`src/rtl/sdu_pkg.sv`:
```
// Shared definitions for the sample-domain units: default datapath width,
// the rate factor shared by the decimator and the upsampler, the complex
// sample type and the upsampler state encoding.
package sdu_pkg;

   localparam int SDU_DW          = 32;
   localparam int SDU_RATE_FACTOR = 7;

   typedef struct packed {
      logic signed [SDU_DW-1:0] re;
      logic signed [SDU_DW-1:0] im;
   } sdu_cplx_t;

   typedef enum logic {
      IDLE = 1'b0,
      EMIT = 1'b1
   } upsampler_state_t;

endpackage

```
`src/rtl/upsampler_hold_if.sv`:
```
// Streaming bus of the upsampler: low-rate complex input with valid/ready
// and high-rate complex output with valid/ready plus a first-replica marker.
// The slave modport is the upsampler side, master is the surrounding logic.
interface upsampler_hold_if
   import sdu_pkg::*;
#(
   parameter int DW = SDU_DW
) ();

   logic                 din_valid;
   logic                 din_ready;
   logic signed [DW-1:0] din_re;
   logic signed [DW-1:0] din_im;

   logic                 dout_valid;
   logic                 dout_ready;
   logic signed [DW-1:0] dout_re;
   logic signed [DW-1:0] dout_im;
   logic                 dout_first;

   modport slave (
      input  din_valid, din_re, din_im, dout_ready,
      output din_ready, dout_valid, dout_re, dout_im, dout_first
   );

   modport master (
      output din_valid, din_re, din_im, dout_ready,
      input  din_ready, dout_valid, dout_re, dout_im, dout_first
   );

endinterface

```
`src/rtl/sync_fifo_cplx.sv`:
```
// Small single-clock FIFO for packed complex samples. Flags come from a
// registered occupancy count. The head entry is read combinationally so a
// consumer can take it in the same cycle it pops; at these depths the
// storage maps to LUT RAM. DEPTH must be a power of two so the pointers
// wrap naturally.
module sync_fifo_cplx #(
   parameter int DEPTH = 4,
   parameter int WIDTH = 64
) (
   input  logic             fast_clk,
   input  logic             reset,
   input  logic             push,
   input  logic [WIDTH-1:0] wr_data,
   input  logic             pop,
   output logic [WIDTH-1:0] rd_data,
   output logic             full,
   output logic             empty
);

   localparam int AW = (DEPTH > 1) ? $clog2(DEPTH) : 1;

   logic [WIDTH-1:0] mem_reg [DEPTH];
   logic [AW-1:0]    wr_ptr_reg;
   logic [AW-1:0]    rd_ptr_reg;
   logic [AW:0]      count_reg;
   logic [AW:0]      count_next;
   logic             do_push;
   logic             do_pop;

   assign full    = (count_reg == (AW+1)'(DEPTH));
   assign empty   = (count_reg == '0);
   assign do_push = push && !full;
   assign do_pop  = pop && !empty;
   assign rd_data = mem_reg[rd_ptr_reg];

   // Storage write; contents need no reset since the count gates visibility.
   always_ff @(posedge fast_clk) begin
      if (do_push) begin
         mem_reg[wr_ptr_reg] <= wr_data;
      end
   end

   // Occupancy: simultaneous push and pop leave the count unchanged.
   always_comb begin
      count_next = count_reg;
      case ({do_push, do_pop})
         2'b10:   count_next = count_reg + 1'b1;
         2'b01:   count_next = count_reg - 1'b1;
         default: count_next = count_reg;
      endcase
   end

   // Pointer and count registers.
   always_ff @(posedge fast_clk) begin
      if (reset) begin
         wr_ptr_reg <= '0;
         rd_ptr_reg <= '0;
         count_reg  <= '0;
      end else begin
         if (do_push) wr_ptr_reg <= wr_ptr_reg + 1'b1;
         if (do_pop)  rd_ptr_reg <= rd_ptr_reg + 1'b1;
         count_reg <= count_next;
      end
   end

endmodule

```
`src/rtl/upsampler_hold.sv`:
```
// Interpolating rate converter: every input sample is emitted FACTOR times
// on the fast-rate output, back to back with no bubble while the FIFO has
// data. Optional build macro UPSAMPLER_ZERO_STUFF_EN replaces phases
// 1..FACTOR-1 with zeros instead of repeating the held sample.
module upsampler_hold
   import sdu_pkg::*;
#(
   parameter int FACTOR     = SDU_RATE_FACTOR,
   parameter int DW         = SDU_DW,
   parameter int FIFO_DEPTH = 4
) (
   input  logic             fast_clk,
   input  logic             reset,
   upsampler_hold_if.slave  bus,
   output logic             err_overflow
);

   localparam int            PW         = $clog2(FACTOR);
   localparam logic [PW-1:0] LAST_PHASE = PW'(FACTOR - 1);

   upsampler_state_t state_reg, state_next;
   logic [PW-1:0]    phase_reg, phase_next;
   logic [2*DW-1:0]  hold_reg, hold_next;
   logic             err_overflow_reg;

   logic             fifo_pop;
   logic             fifo_full;
   logic             fifo_empty;
   logic [2*DW-1:0]  fifo_rd_data;
   logic             emit;
   logic             stuff_zero;

   sync_fifo_cplx #(
      .DEPTH (FIFO_DEPTH),
      .WIDTH (2*DW)
   ) u_fifo (
      .fast_clk (fast_clk),
      .reset    (reset),
      .push     (bus.din_valid && !fifo_full),
      .wr_data  ({bus.din_re, bus.din_im}),
      .pop      (fifo_pop),
      .rd_data  (fifo_rd_data),
      .full     (fifo_full),
      .empty    (fifo_empty)
   );

   assign bus.din_ready = !fifo_full;
   assign emit          = (state_reg == EMIT);

`ifdef UPSAMPLER_ZERO_STUFF_EN
   assign stuff_zero = (phase_reg != '0);
`else
   assign stuff_zero = 1'b0;
`endif

   assign bus.dout_valid = emit;
   assign bus.dout_first = emit && (phase_reg == '0);
   assign bus.dout_re    = (emit && !stuff_zero) ? hold_reg[2*DW-1:DW] : '0;
   assign bus.dout_im    = (emit && !stuff_zero) ? hold_reg[DW-1:0]    : '0;
   assign err_overflow   = err_overflow_reg;

   // Next-state logic: load the hold register from the FIFO head, step the
   // phase on each accepted output and chain straight into the next sample.
   always_comb begin
      state_next = state_reg;
      phase_next = phase_reg;
      hold_next  = hold_reg;
      fifo_pop   = 1'b0;
      case (state_reg)
         IDLE: begin
            if (!fifo_empty) begin
               fifo_pop   = 1'b1;
               hold_next  = fifo_rd_data;
               phase_next = '0;
               state_next = EMIT;
            end
         end
         EMIT: begin
            if (bus.dout_ready) begin
               if (phase_reg != LAST_PHASE) begin
                  phase_next = phase_reg + 1'b1;
               end else begin
                  phase_next = '0;
                  if (!fifo_empty) begin
                     fifo_pop  = 1'b1;
                     hold_next = fifo_rd_data;
                  end else begin
                     state_next = IDLE;
                  end
               end
            end
         end
         default: state_next = IDLE;
      endcase
   end

   // State, phase and held-sample registers.
   always_ff @(posedge fast_clk) begin
      if (reset) begin
         state_reg <= IDLE;
         phase_reg <= '0;
         hold_reg  <= '0;
      end else begin
         state_reg <= state_next;
         phase_reg <= phase_next;
         hold_reg  <= hold_next;
      end
   end

   // Sticky flag for samples offered while the FIFO was full.
   always_ff @(posedge fast_clk) begin
      if (reset) begin
         err_overflow_reg <= 1'b0;
      end else if (bus.din_valid && fifo_full) begin
         err_overflow_reg <= 1'b1;
      end
   end

endmodule

```
`src/flat_wrapper.sv`:
```
// flat-port wrapper written by rule: the top's interface ports become plain ports
module upsampler_hold_flat import sdu_pkg::*;
#(
   parameter int FACTOR     = SDU_RATE_FACTOR,
   parameter int DW         = SDU_DW,
   parameter int FIFO_DEPTH = 4
)
  (fast_clk, reset, err_overflow, bus_din_valid, bus_din_re, bus_din_im, bus_dout_ready, bus_din_ready, bus_dout_valid, bus_dout_re, bus_dout_im, bus_dout_first);
  upsampler_hold_if #(.DW(DW)) bus_i ();
  input  logic fast_clk;
  input  logic reset;
  output logic err_overflow;
  input wire logic [$bits(bus_i.din_valid)-1:0] bus_din_valid;
  input wire logic [$bits(bus_i.din_re)-1:0] bus_din_re;
  input wire logic [$bits(bus_i.din_im)-1:0] bus_din_im;
  input wire logic [$bits(bus_i.dout_ready)-1:0] bus_dout_ready;
  output wire logic [$bits(bus_i.din_ready)-1:0] bus_din_ready;
  output wire logic [$bits(bus_i.dout_valid)-1:0] bus_dout_valid;
  output wire logic [$bits(bus_i.dout_re)-1:0] bus_dout_re;
  output wire logic [$bits(bus_i.dout_im)-1:0] bus_dout_im;
  output wire logic [$bits(bus_i.dout_first)-1:0] bus_dout_first;
  assign bus_i.din_valid = bus_din_valid;
  assign bus_i.din_re = bus_din_re;
  assign bus_i.din_im = bus_din_im;
  assign bus_i.dout_ready = bus_dout_ready;
  assign bus_din_ready = bus_i.din_ready;
  assign bus_dout_valid = bus_i.dout_valid;
  assign bus_dout_re = bus_i.dout_re;
  assign bus_dout_im = bus_i.dout_im;
  assign bus_dout_first = bus_i.dout_first;
  upsampler_hold #(.FACTOR(FACTOR), .DW(DW), .FIFO_DEPTH(FIFO_DEPTH)) u_core (.fast_clk(fast_clk), .reset(reset), .bus(bus_i), .err_overflow(err_overflow));
endmodule
```
`config.mk`:
```
export PLATFORM = sky130hd
export DESIGN_NAME = upsampler_hold_flat
export DESIGN_NICKNAME = d
export VERILOG_FILES = /design/src/rtl/sdu_pkg.sv /design/src/rtl/upsampler_hold_if.sv /design/src/rtl/sync_fifo_cplx.sv /design/src/rtl/upsampler_hold.sv /design/src/flat_wrapper.sv
export SDC_FILE = /design/constraint.sdc
export NUM_CORES = 1
export LEC_CHECK = 0
export ABC_AREA = 0
export CAP_MARGIN = 0
export CELL_PAD_IN_SITES_DETAIL_PLACEMENT = 0
export CELL_PAD_IN_SITES_GLOBAL_PLACEMENT = 1
export CORE_MARGIN = 2
export CORE_UTILIZATION = 50
export CTS_BUF_LIST = sky130_fd_sc_hd__clkbuf_4 sky130_fd_sc_hd__clkbuf_8
export DETAILED_ROUTE_END_ITERATION = 8
export GPL_ROUTABILITY_DRIVEN = 0
export GPL_TIMING_DRIVEN = 0
export PLACE_DENSITY = 0.81
export SETUP_SLACK_MARGIN = 0.15
export SYNTH_ARGS = -nofsm -noshare
export SYNTH_HDL_FRONTEND = slang
export SYNTH_HIERARCHICAL = 1
export SYNTH_SLANG_ARGS = --single-unit
```
`constraint.sdc`:
```
create_clock -name fast_clk -period 3.3 [get_ports fast_clk]
set_input_delay 0.33 -clock fast_clk [delete_from_list [all_inputs] [get_ports fast_clk]]
set_output_delay 0.33 -clock fast_clk [all_outputs]
set_load 0.1 [all_outputs]
```
# == After elaboration in Yosys (flattened, before gate mapping) ==
# Memory sizes are Yosys's and may differ from the RTL's. A register that Yosys moved wholly into a read port is not among the register bits.
# Index checks and enable logic that the tools add are counted.
# op_classes
n_addsub,5
n_eq_ne,7
mux,22
n_bitwise,1
reduce_logical,12
# op_table
op,n
64-bit two-way mux,3
64-bit case mux with 2 select lines,1
32-bit two-way mux,2
3-bit case mux with 2 select lines,2
3-bit two-way mux,3
1-bit two-way mux,7
"3-bit by 1-bit adder with 3-bit output, second input constant",2
3-bit logical NOT,2
"2-bit != test, second input constant",3
1-bit logical AND,5
"2-bit by 1-bit adder with 2-bit output, second input constant",2
2-bit two-way mux,2
1-bit case mux with 2 select lines,2
2-bit AND reduction,2
"3-bit == test, second input constant",1
"3-bit != test, second input constant",1
"3-bit by 1-bit subtractor with 3-bit output, second input constant",1
"2-bit by 1-bit == test with 1-bit output, second input constant",1
"2-bit == test, second input constant",1
1-bit logical NOT,2
2-bit nonzero test,1
1-bit inverter,1
# totals
register_bits,76
mem_bits_rw,256
inputBits,68
elab_cells,55
memories,1
# memory_table
memory,depth,width,rd,rd_ports_with_merged_regs,wr,line_no,source
u_core.u_fifo.mem_reg,4,64,1,1,1,sync_fifo_cplx.sv:22,logic [WIDTH-1:0] mem_reg [DEPTH];

# == Longest topological paths before layout ==
# logic_depth
ltp_word,8
mapped_depth,13
depth_no_buf,11

# == Cells and area by module ==
# Netlist, hierarchy kept.
# modules_own_cells
mod,instances,cells_each,area_each_um2,seq_area_each_um2
sync_fifo_cplx,1,388,9785.6,7867.5
upsampler_hold,1,556,4486.8,1381.3

# == Worst setup path before layout ==
# Ideal clock, no wire load.
# synth_timing
path_type,flip-flop to output port
startpoint,register u_core.state_reg (netlist: u_core/bus.dout_valid)
endpoint,output port bus_dout_first
arrival_time_ps,4701
t_required_ps,2970
setup_slack_ps,-1731
path_stages_with_launch,5
path_buffers,3
cell_sequence,dfxtp_1 -> buf_2 -> buf_4 -> buf_2 -> nor4b_1
# synth_via
elab_chain_len,1
# synth_rtl
element,line_no,source
from (decl),upsampler_hold.sv:21,"upsampler_state_t state_reg, state_next;"
from (signal assigned),upsampler_hold.sv:104,state_reg <= state_next;
1-bit logical AND,upsampler_hold.sv:57,assign bus.dout_first = emit && (phase_reg == '0);
to (decl),flat_wrapper.sv:21,output wire logic [$bits(bus_i.dout_first)-1:0] bus_dout_first;
# No other way between the ends.

# == Worst setup path in the final report ==
# layout_timing
startpoint,register u_core.state_reg (netlist: u_core/bus.dout_valid)
endpoint,output port bus_dout_re[1]
# layout_via
elab_chain_len,1
# layout_rtl
element,line_no,source
32-bit two-way mux,upsampler_hold.sv:58,assign bus.dout_re = (emit && !stuff_zero) ? hold_reg[2*DW-1:DW] : '0;
to (decl),flat_wrapper.sv:19,output wire logic [$bits(bus_i.dout_re)-1:0] bus_dout_re;
# No other way between the ends.

==> metrics.txt <==
# TYPE chip_impl_metric gauge
chip_impl_metric{name="finalClockSkew",unit="ns"} 0.0150
chip_impl_info{name="crit_path_end_kind",value="output port"} 1
chip_impl_metric{name="number_of_global_route_vias_before_repair",unit=""} 9662
chip_impl_info{name="path_cells",value="buf_2 > buf_1 > nand2_1 > inv_1 > clkdlybuf4s15_2"} 1
chip_impl_metric{name="fin_cells",unit=""} 1561
chip_impl_metric{name="first_pass_iters",unit=""} 5
chip_impl_metric{name="largest_reg_flops",unit=""} 256
chip_impl_metric{name="worstRegToRegCells",unit=""} 12
chip_impl_metric{name="grt_start_max_net_pins",unit=""} 43
chip_impl_metric{name="ys_warn_count",unit=""} 6
chip_impl_metric{name="post-cts-setup-buffer-count",unit=""} 0
chip_impl_info{name="cpLargestDelayFamily",value="buffers and inverters"} 1
chip_impl_metric{name="chipWidth",unit="µm"} 173
chip_impl_info{name="launch_instance_of_the_worst_register_to_register_path",value="u_core/u_fifo/count_reg[0]$_SDFFE_PP0P_"} 1
chip_impl_metric{name="post_dr_wirelength_cell",unit="µm"} 22.0
chip_impl_metric{name="synth_sequential_area_ratio",unit=""} 0.648
chip_impl_metric{name="drt_iter0_drc",unit=""} 931
chip_impl_info{name="worst-setup-path-type",value="reg -> out"} 1
chip_impl_metric{name="fillers",unit=""} 2113
chip_impl_metric{name="clk_latency",unit="ns"} 0.58
chip_impl_metric{name="p_clk_frac",unit=""} 0.239
chip_impl_metric{name="syn_nets",unit=""} 1018
chip_impl_metric{name="worst_setup_hold_path_clk_slew",unit="ns"} 0.07
chip_impl_info{name="crit_path_start_kind",value="flop"} 1
chip_impl_info{name="min-delay-start",value="reset"} 1
chip_impl_metric{name="critical_path_peak_fanout",unit=""} 10
chip_impl_info{name="rsz0062_at_grt",value="false"} 1
chip_impl_metric{name="grt_antenna_before_repair",unit=""} 0
chip_impl_metric{name="wl",unit="µm"} 34400
chip_impl_info{name="regToRegEndpoint",value="u_core/u_fifo/count_reg[2]$_SDFFE_PP0P_"} 1
chip_impl_info{name="cell_with_the_biggest_individual_delay_on_the_critical_path",value="buf_1"} 1
chip_impl_metric{name="postSynth.asyncResetShare",unit=""} 0
chip_impl_metric{name="worst_path_buf_inv",unit=""} 4
chip_impl_info{name="timing.hold.worst.class",value="in -> reg"} 1
chip_impl_metric{name="cts.htree.levels",unit=""} 2
chip_impl_metric{name="final_hold_vio_count",unit=""} 0
chip_impl_info{name="synth_top_flop_cell",value="edfxtp_1"} 1
chip_impl_metric{name="total_of_flip_flops_plus_latches_after_synthesis",unit=""} 334
chip_impl_metric{name="netlist_instances",unit=""} 944
chip_impl_metric{name="placed_cells_incl_taps",unit=""} 1460
chip_impl_metric{name="pin_count",unit=""} 136
chip_impl_metric{name="avgSynthCellArea",unit="µm²"} 15.1
chip_impl_info{name="ctsRootBufferMaster",value="clkbuf_8"} 1
chip_impl_metric{name="grt_overflow",unit=""} 0
chip_impl_metric{name="power.combinational.fraction",unit=""} 0.385
chip_impl_metric{name="power_report.internal_total",unit="mW"} 9.53
chip_impl_metric{name="drc_errors",unit=""} 0
chip_impl_metric{name="cp_data_required_time",unit="ns"} 2.97
chip_impl_metric{name="worstHoldPathCells",unit=""} 2
chip_impl_metric{name="period_utilization_post_route",unit=""} 0.927
chip_impl_metric{name="sequentialPowerShare",unit=""} 0.376
chip_impl_metric{name="critical_path_arrival",unit="ns"} 2.73
chip_impl_metric{name="cts_buffer_depth",unit=""} 3
chip_impl_metric{name="route.vias.total",unit=""} 9470
chip_impl_metric{name="cts_made_buffers",unit=""} 54
chip_impl_metric{name="power.switching_fraction",unit=""} 0.374
chip_impl_metric{name="antennaDiodeCount",unit=""} 0
chip_impl_metric{name="synth_cell_types",unit=""} 38
chip_impl_metric{name="post_synth_instance_area",unit="mm²"} 0.0143
chip_impl_metric{name="detail_route.vias_per_cell",unit=""} 6.07
chip_impl_metric{name="antenna_left",unit=""} 0
chip_impl_metric{name="detailedPlacementHpwl",unit="µm"} 22000
chip_impl_metric{name="synth_enable_flop_cells",unit=""} 256
chip_impl_metric{name="power.net_switching",unit="mW"} 5.69
chip_impl_info{name="cts_tree",value="built"} 1
chip_impl_metric{name="slew_violations",unit=""} 0
chip_impl_metric{name="finalSetupViolCount",unit=""} 0
chip_impl_metric{name="p_leak",unit="nW"} 6.02
chip_impl_metric{name="critical_path_s_largest_stage_delay",unit="ns"} 0.56
chip_impl_metric{name="finalWorstPathRequiredPeriod",unit="ns"} 3.06
chip_impl_metric{name="cts.sink_count",unit=""} 334
chip_impl_metric{name="rows",unit=""} 61
chip_impl_metric{name="synthToLayoutAreaGrowth",unit="%"} 21.8
chip_impl_metric{name="grt_first_pass_wirelength",unit="µm"} 54200
chip_impl_metric{name="global_route.usage.total",unit=""} 0.230
chip_impl_metric{name="timing.max_cap.violations",unit=""} 0
chip_impl_metric{name="placeableCoreArea",unit="mm²"} 0.0279
chip_impl_metric{name="maxSlewHeadroom",unit=""} 0.354
chip_impl_info{name="status",value="complete, no violations"} 1
chip_impl_metric{name="buffer_ports.inserted",unit=""} 134
chip_impl_metric{name="die-area",unit="mm²"} 0.0299
chip_impl_metric{name="floorplan.initialDensity",unit=""} 0.511
chip_impl_metric{name="totalPowerFinal",unit="mW"} 15.2
chip_impl_metric{name="fp.dieH",unit="µm"} 173
chip_impl_info{name="worstHoldEndpoint",value="u_core/u_fifo/count_reg[0]$_SDFFE_PP0P_"} 1
chip_impl_metric{name="finalNetCount",unit=""} 1211
chip_impl_metric{name="fmax",unit="MHz"} 327
chip_impl_metric{name="vdd_drop_max",unit="µV"} 469
chip_impl_metric{name="final_layout_size_suffix_gt1_frac",unit=""} 0.242
chip_impl_metric{name="tightestPinTransition",unit="ns"} 0.966
chip_impl_metric{name="regToRegSetupSlack",unit="ns"} 0.34
chip_impl_metric{name="powerDensity",unit="mW/mm²"} 875
==> logic make-up after synthesis <==
kind of cell | count (synthesis) | synth area share
AOI/OAI and AO/OA | 145 | 0.0746
muxes | 66 | 0.103
and+or+nand+nor | 222 | 0.108
DFF | 334 | 0.648
xor gates and xnor gates | 3 | 0.00184
buffers and inverters | 168 | 0.0584
adders and majority gates | 6 | 0.00579
==> per-stage QoR <==
stage	setup TNS, ns	setup slack [ns]	area [µm²]	hold slack (ns)	util
floorplan	0	0.346	14300	0.429	-
global placement	-307.69	-1.25	16100	0.465	0.576
detailed placement	0	0.114	16200	0.466	0.580
CTS	0	0.152	17400	0.0804	0.623
global route	0	0.169	17400	0.124	0.623
finish	0	0.241	17400	0.113	0.623
==> Yosys cell counts (7+ instances only) <==
library cell / n / share of area
nand2_1: 66 / 0.017
inv_1: 73 / 0.019
clkbuf_1: 38 / 0.010
dfxtp_1: 78 / 0.11
edfxtp_1: 256 / 0.54
a31oi_1: 64 / 0.028
a21oi_1: 8 / 0.0028
nand4b_1: 64 / 0.039
nor2_1: 8 / 0.0021
buf_6: 7 / 0.0055
mux4_2: 60 / 0.095
buf_2: 38 / 0.013
nor4b_1: 67 / 0.041
o311ai_1: 63 / 0.039
==> final cells by class <==
type                    count  area (µm²)  share of cell area
flip-flops and latches    334        9250               0.532
multi-input cells         442        4220               0.242
repair buffers            138        1480              0.0853
clock buffers              89        1080              0.0622
plain buffers              94         556              0.0319
well taps                 378         473              0.0272
inverters                  73         274              0.0158
clock inverters            13        58.8             0.00338
==> power by group through the flow <==
stage | clock [mW] | combinational (mW) | sequential, mW
3_5_place_dp | 0 | 5.87 | 5.78
3_3_place_gp | 0 | 5.77 | 5.79
5_1_grt | 3.90 | 6.20 | 5.79
6_report | 3.64 | 5.86 | 5.71
2_1_floorplan | 0 | 4.28 | 5.77
4_1_cts | 3.73 | 5.84 | 5.71
==> worst max path at each step <==
stage                                                 start                                       to  slack, ns  depth (start not counted)
detailed placement  u_core/u_fifo/count_reg[1]$_SDFFE_PP0P_  u_core/u_fifo/count_reg[2]$_SDFFE_PP0P_       0.11                         13
global placement                              bus_din_valid   u_core/u_fifo/mem_reg[1][15]$_DFFE_PP_      -1.25                          5
finish                     u_core/bus.dout_valid$_SDFF_PP0_                           bus_dout_re[1]       0.24                          5
CTS                        u_core/bus.dout_valid$_SDFF_PP0_                          bus_dout_re[21]       0.15                          6
global route        u_core/u_fifo/count_reg[0]$_SDFFE_PP0P_  u_core/u_fifo/count_reg[2]$_SDFFE_PP0P_       0.17                         12
floorplan                  u_core/bus.dout_valid$_SDFF_PP0_                           bus_dout_first       0.35                          4
==> cell usage in the layout, fill, tap and decap left out, types with 2 or more instances in the layout <==
cell type          n
a21oi_1            8
a31o_2             2
a31oi_1           64
and2_4             4
buf_1              3
buf_12             8
buf_16             2
buf_2             38
buf_6              7
clkbuf_1          38
clkbuf_2           6
clkbuf_4          23
clkbuf_8          66
clkdlybuf4s15_2   59
clkdlybuf4s50_1   69
clkinv_1           5
clkinv_2           8
dfxtp_1           78
edfxtp_1         256
ha_1               5
inv_1             73
mux2i_1            2
mux4_1             4
mux4_2            60
nand2_1           66
nand2b_1           2
nand4b_1          64
nor2_1             8
nor4b_1           66
o21ai_0            4
o311ai_1          63
or3_1              4
xor2_1             3
==> metal layers <==
layer	wire length, µm	up-vias	global-route usage	share of wire
met3	2670	45	0.0475	0.078
met4	574	0	0.0604	0.017
li1	-	4214	-	-
met2	16600	458	0.366	0.48
met5	0	-	0	0
met1	14600	4753	0.325	0.42
==> what timing repair did <==
action / CTS / global route
resized for setup: 188 / 5
pin swaps: 0 / 0
hold buffers: 0 / 0
hold endpoints to repair: 0 / 0
setup endpoints to repair: 66 / 5
Note: power is estimated with default switching activity, not from simulation.
